--- config.mk ---
export PLATFORM = sky130hd
export DESIGN_NAME = prism_shift_fifo
export DESIGN_NICKNAME = d
export VERILOG_FILES = /design/src/rtl/prism_shift_fifo.sv
export SDC_FILE = /design/constraint.sdc
export NUM_CORES = 1
export LEC_CHECK = 0
export CAP_MARGIN = 10
export CORE_UTILIZATION = 45
export CTS_CLUSTER_DIAMETER = 30
export DETAILED_ROUTE_END_ITERATION = 10
export GPL_TIMING_DRIVEN = 1
export PLACE_DENSITY = 0.78
export SLEW_MARGIN = 5
export SYNTH_ARGS = -nofsm -noshare
export SYNTH_HDL_FRONTEND = slang
export SYNTH_SLANG_ARGS = --single-unit
export TNS_END_PERCENT = 20
--- constraint.sdc ---
create_clock -name clk -period 2.5 [get_ports clk]
set_input_delay 0.375 -clock clk [delete_from_list [all_inputs] [get_ports clk]]
set_output_delay 0.375 -clock clk [all_outputs]
set_load 0.01 [all_outputs]
--- src/rtl/prism_shift_fifo.sv ---
// Serial shift engine with a word FIFO; all state updates on the clk edge, status is combinational from registers.
// No handshake backpressure: a push when full or a pop when empty is dropped and raises a sticky flag.

module prism_fifo #(
  parameter int W = 8,
  parameter int D = 4,
  localparam int AW = $clog2(D),
  localparam int LW = $clog2(D + 1)
) (
  input  logic          clk,
  input  logic          rst_n,
  input  logic          flush,
  input  logic          push,
  input  logic          pop,
  input  logic [W-1:0]  wdata,
  output logic [W-1:0]  rdata,
  output logic [LW-1:0] count
);

  logic [W-1:0]  mem [D];
  logic [AW-1:0] wr_ptr;
  logic [AW-1:0] rd_ptr;

  // push/pop arrive already qualified against full/empty by the caller
  always_ff @(posedge clk or negedge rst_n) begin
    if (!rst_n) begin
      wr_ptr <= '0;
      rd_ptr <= '0;
      count  <= '0;
    end else if (flush) begin
      wr_ptr <= '0;
      rd_ptr <= '0;
      count  <= '0;
    end else begin
      if (push) wr_ptr <= wr_ptr + 1'b1;
      if (pop)  rd_ptr <= rd_ptr + 1'b1;
      case ({push, pop})
        2'b10:   count <= count + 1'b1;
        2'b01:   count <= count - 1'b1;
        default: count <= count;
      endcase
    end
  end

  always_ff @(posedge clk) begin
    if (push && !flush) mem[wr_ptr] <= wdata;
  end

  assign rdata = (count == '0) ? '0 : mem[rd_ptr];

endmodule

module prism_shift_fifo #(
  parameter int WIDTH = 8,
  parameter int DEPTH = 4,
  localparam int CW = $clog2(WIDTH + 1),
  localparam int LW = $clog2(DEPTH + 1)
) (
  input  logic             clk,
  input  logic             rst_n,
  input  logic             enable,
  input  logic             shift,
  input  logic             load,
  input  logic             mode,
  input  logic             dir,
  input  logic             ser_in,
  output logic             ser_out,
  output logic             shift_done,
  input  logic             cpu_wr,
  input  logic [WIDTH-1:0] cpu_wdata,
  input  logic             cpu_rd,
  output logic [WIDTH-1:0] rd_data,
  input  logic [LW-1:0]    thresh,
  input  logic             flush,
  input  logic             clr_flags,
  output logic [LW-1:0]    level,
  output logic             empty,
  output logic             full,
  output logic             overflow,
  output logic             underflow,
  output logic             irq
);

  logic [WIDTH-1:0] sreg;
  logic [CW-1:0]    bit_cnt;
  logic [LW-1:0]    count;

  logic ld_go, sh_go, rx_load, tx_load;
  logic push_req, pop_req, push_ok, pop_ok;
  logic ovf_set, unf_set, lvl_hit;
  logic [WIDTH-1:0] push_dat;

  assign ld_go   = enable & load;
  assign sh_go   = enable & shift & ~load;
  assign rx_load = ld_go & ~mode;
  assign tx_load = ld_go & mode;

  // The mode selects which side owns each FIFO port, so requests never collide
  assign push_req = rx_load | (cpu_wr & mode);
  assign pop_req  = tx_load | (cpu_rd & ~mode);
  assign push_dat = mode ? cpu_wdata : sreg;

  assign empty   = (count == '0);
  assign full    = (count == LW'(DEPTH));
  assign pop_ok  = pop_req & ~empty;
  assign push_ok = push_req & (~full | pop_ok);
  assign ovf_set = push_req & ~push_ok;
  assign unf_set = pop_req & empty;

  prism_fifo #(.W(WIDTH), .D(DEPTH)) u_fifo (
    .clk   (clk),
    .rst_n (rst_n),
    .flush (flush),
    .push  (push_ok),
    .pop   (pop_ok),
    .wdata (push_dat),
    .rdata (rd_data),
    .count (count)
  );

  // rd_data is already zero when empty, which gives the underflow load value
  always_ff @(posedge clk or negedge rst_n) begin
    if (!rst_n) begin
      sreg    <= '0;
      bit_cnt <= '0;
    end else if (flush) begin
      sreg    <= '0;
      bit_cnt <= '0;
    end else if (tx_load) begin
      sreg    <= rd_data;
      bit_cnt <= '0;
    end else if (rx_load) begin
      bit_cnt <= '0;
    end else if (sh_go) begin
      sreg <= dir ? {ser_in, sreg[WIDTH-1:1]} : {sreg[WIDTH-2:0], ser_in};
      if (bit_cnt != CW'(WIDTH)) bit_cnt <= bit_cnt + 1'b1;
    end
  end

  always_ff @(posedge clk or negedge rst_n) begin
    if (!rst_n) begin
      overflow  <= 1'b0;
      underflow <= 1'b0;
    end else if (flush) begin
      overflow  <= overflow;
      underflow <= underflow;
    end else if (clr_flags) begin
      overflow  <= ovf_set;
      underflow <= unf_set;
    end else begin
      overflow  <= overflow | ovf_set;
      underflow <= underflow | unf_set;
    end
  end

  assign lvl_hit    = mode ? (count < thresh) : (count >= thresh);
  assign irq        = overflow | underflow | ((thresh != '0) & lvl_hit);
  assign level      = count;
  assign ser_out    = dir ? sreg[0] : sreg[WIDTH-1];
  assign shift_done = (bit_cnt == CW'(WIDTH));

endmodule

==> metrics.md <==
| Metric | Value |
|---|---|
| Peak VDD IR | 0.414 mV |
| Netlist cell types | 46 |
| Initial core utilization | 47.1% |
| Yosys top cell area share | 34.0% |
| Final Hold Viols | 0 |
| Num CTS Buffers | 5 |
| DRC viols | 0 |
| Commonest cells in the netlist | 32 x edfxtp_1, 21 x dfrtp_1, 16 x nand2_1 |
| Primary FF master, synth | edfxtp_1 |
| All-Layer GR Usage | 19.5% |
| Synth warnings | 0 |
| Diodes inserted | 0 |
| Req. time, crit path | 2.12 ns |
| Fin crit share | 97.3% |
| # hold bufs at CTS | 0 |
| Overflow left after global routing | 0 |
| Fill count | 471 |
| FMAX | 411 MHz |
| Number of vias per cell | 5.65 |
| Crit path depth | 8 |
| Core area | 0.00599 mm^2 |
| CP Cell Sequence | clkdlybuf4s50_1 > inv_1 > ha_1 > nor2b_1 > a211o_1 > a211oi_2 > o21ai_1 > buf_2 |
| Multi-input logic area | 0.00124 mm^2 |
| Yosys top cell by area | edfxtp_1 |
| Max_cap viols | 0 |
| Kind of end point of the critical path | output pin |
| Leakage | 1.36 nW |
| Layout cells sized above 1 | 19.9% |
| Worst path arrival time | 2.06 ns |
| Post-route ant nets | 0 |
| Finish-stage setup viols | 0 |
| Setup repair after global routing missed its margin | true |
| Largest net degree at the start of global routing | 29 |
| Clk_lat worst skew | 0.30 ns |
| Cells after synthesis | 229 |
| Clk root buf | clkbuf_8 |
| Mean Syn Cell Area | 12.3 um^2 |
| Die area | 0.00660 mm^2 |
| Post-synth ARST share | 39.6% |
| Post-synthesis sequential area ratio | 52.6% |
| Die width | 81.2 um |
| Top post-synthesis cells by area | edfxtp_1 34%, dfrtp_1 19%, mux4_2 6.4% |
| Finished Layout Cells | 362 |
| Drt first pass iters | 4 |
| Wirelength per Cell | 16.5 um |
| Clock tree buffer depth | 2 |
| Rows | 28 |
| Worst-path maximum fanout | 2 |
| Nature of the critical path startpoint | primary input |
| Initial antenna violation count | 0 |
| Post-Route Skew | 0.00781 ns |
| Measured slew at the worst slew-check pin | 0.442 ns |
| Number of global-route vias before repair | 1995 |
| I/O Pins | 41 |
| DIE HEIGHT | 81.2 um |
| Worst-path clk slew | 0.09 ns |
| Synth Cell Area | 0.00282 mm^2 |
| Vias | 2044 |
| Bufs and invs on worst path | 3 |
| DRT iter0 DRCs | 229 |
| Pwr Density | 776 mW/mm^2 |
| Finished Core Util | 59.1% |
| R2R cell count | 9 |
| Crit-path max cell delay | 0.49 ns |
| Outcome | finished clean |
| Max stage delay cell, worst path | clkdlybuf4s50_1 |
| CTS tree | yes |
| CP delay by family, top | buffers and inverters |
| Synth-to-Final Area Change | 25.4% |
| Hold crit path type | in -> async |
| Post-synth EDFFs | 32 |
| Post-route minimum period | 2.43 ns |
| PortBufs | 40 |
| Design area | 0.00354 mm^2 |
| Hold_ws | 0.413 ns |
| DP Area | 0.00345 mm^2 |
| Placer Congestion | 0.822 |
| Post-Syn Nets | 262 |
| Register area | 0.00149 mm^2 |
| Setup tns final | 0 ns |
| Global-route wire length before repair | 9.51 mm |
| DP HPWL | 4.36 mm |
| Clk sink count | 53 |
| Seq cells post-synth | 53 |
| Worst R2R Setup Slack | 0.34 ns |
| Placed insts | 354 |
| Slew headroom | 70.6% |
| Fin nets | 319 |
| Most common cell in the netlist | edfxtp_1 |
| CP Class | in -> out |
| Detailed-route wire length | 5.96 mm |
| Slew Viols, Final | 0 |
| H-Tree Depth | 2 |
## layout by cell type, fill, tap and decap left out, types with 2 or more instances in the layout
cell             count
clkdlybuf4s50_1     39
edfxtp_1            32
dfrtp_1             21
buf_4               21
nand2_1             16
nor3_1              14
and2_1              13
nor2b_1             11
mux2_2              10
nor2_1              10
inv_1                9
ha_1                 9
mux4_2               8
a211oi_1             8
o41ai_1              8
clkbuf_8             5
mux2i_1              4
xnor2_1              4
o31ai_1              3
nand2b_1             3
a21oi_1              2
o21a_1               2
o21ai_1              2
nand3_1              2
xor2_1               2
o21ai_0              2
clkinv_4             2
buf_12               2
## report_power, final
group          total, mW  internal (mW)  switching [mW]
Sequential          1.09           1.02          0.0642
Clock              0.467          0.199           0.268
Combinational       1.19          0.631           0.562
Total               2.75           1.85           0.895
## stage by stage
stage | power [mW] | setup WS, ns
6_report | 2.75 | 0.0668
5_1_grt | 2.91 | -0.000773
4_1_cts | 2.77 | 0.0380
3_5_place_dp | 2.30 | -0.391
3_3_place_gp | 2.27 | -0.260
2_1_floorplan | 1.76 | 0.585
## registers in the layout (all words and copies together) (netlist names)
signal and count:
u_fifo.wr_ptr 2, u_fifo.rd_ptr 2, u_fifo.count 3, underflow 1
sreg 8, overflow 1, u_fifo.mem 32, bit_cnt 4
## metal layers
layer	vias up	track usage [%]	share of wire (%)
met5	-	0	0
met4	0	5.71	1.5
met3	11	2.70	4.8
met2	60	35.5	53
met1	1012	23.9	40
li1	961	-	-
## area by class of cell
type | count | share of cell area, %
flip-flops and latches | 53 | 42.0
repair buffers | 63 | 16.7
multi-input cells | 153 | 35.0
well taps | 75 | 2.65
clock inverters | 3 | 0.636
clock buffers | 5 | 1.94
inverters | 10 | 1.06
## repair_timing
action / CTS / global route
setup buffers: 0 / 0
cloned: 0 / 0
pin swaps: 0 / 3
resized for setup: 6 / 1
endpoints found under the setup margin: 1 / 1
## kinds of logic after synthesis
| family | share of synthesized area [%] |
|---|---|
| muxes | 12.2 |
| and+or+nand+nor | 15.6 |
| DFF | 52.6 |
| AOI/OAI and AO/OA | 9.35 |
| xor gates and xnor gates | 1.86 |
| buffers and inverters | 3.68 |
| adders and majority gates | 4.70 |
## path summary, 6_finish.rpt
path,start,end
min,rst_n,sreg[5]
min reg2reg,underflow,underflow
max reg2reg,u_fifo.count[1],u_fifo.count[2]
min in group clk,underflow,underflow
max,thresh[1],irq
max in group asynchronous,rst_n,u_fifo.rd_ptr[0]
Note: power is estimated with default switching activity, not from simulation.
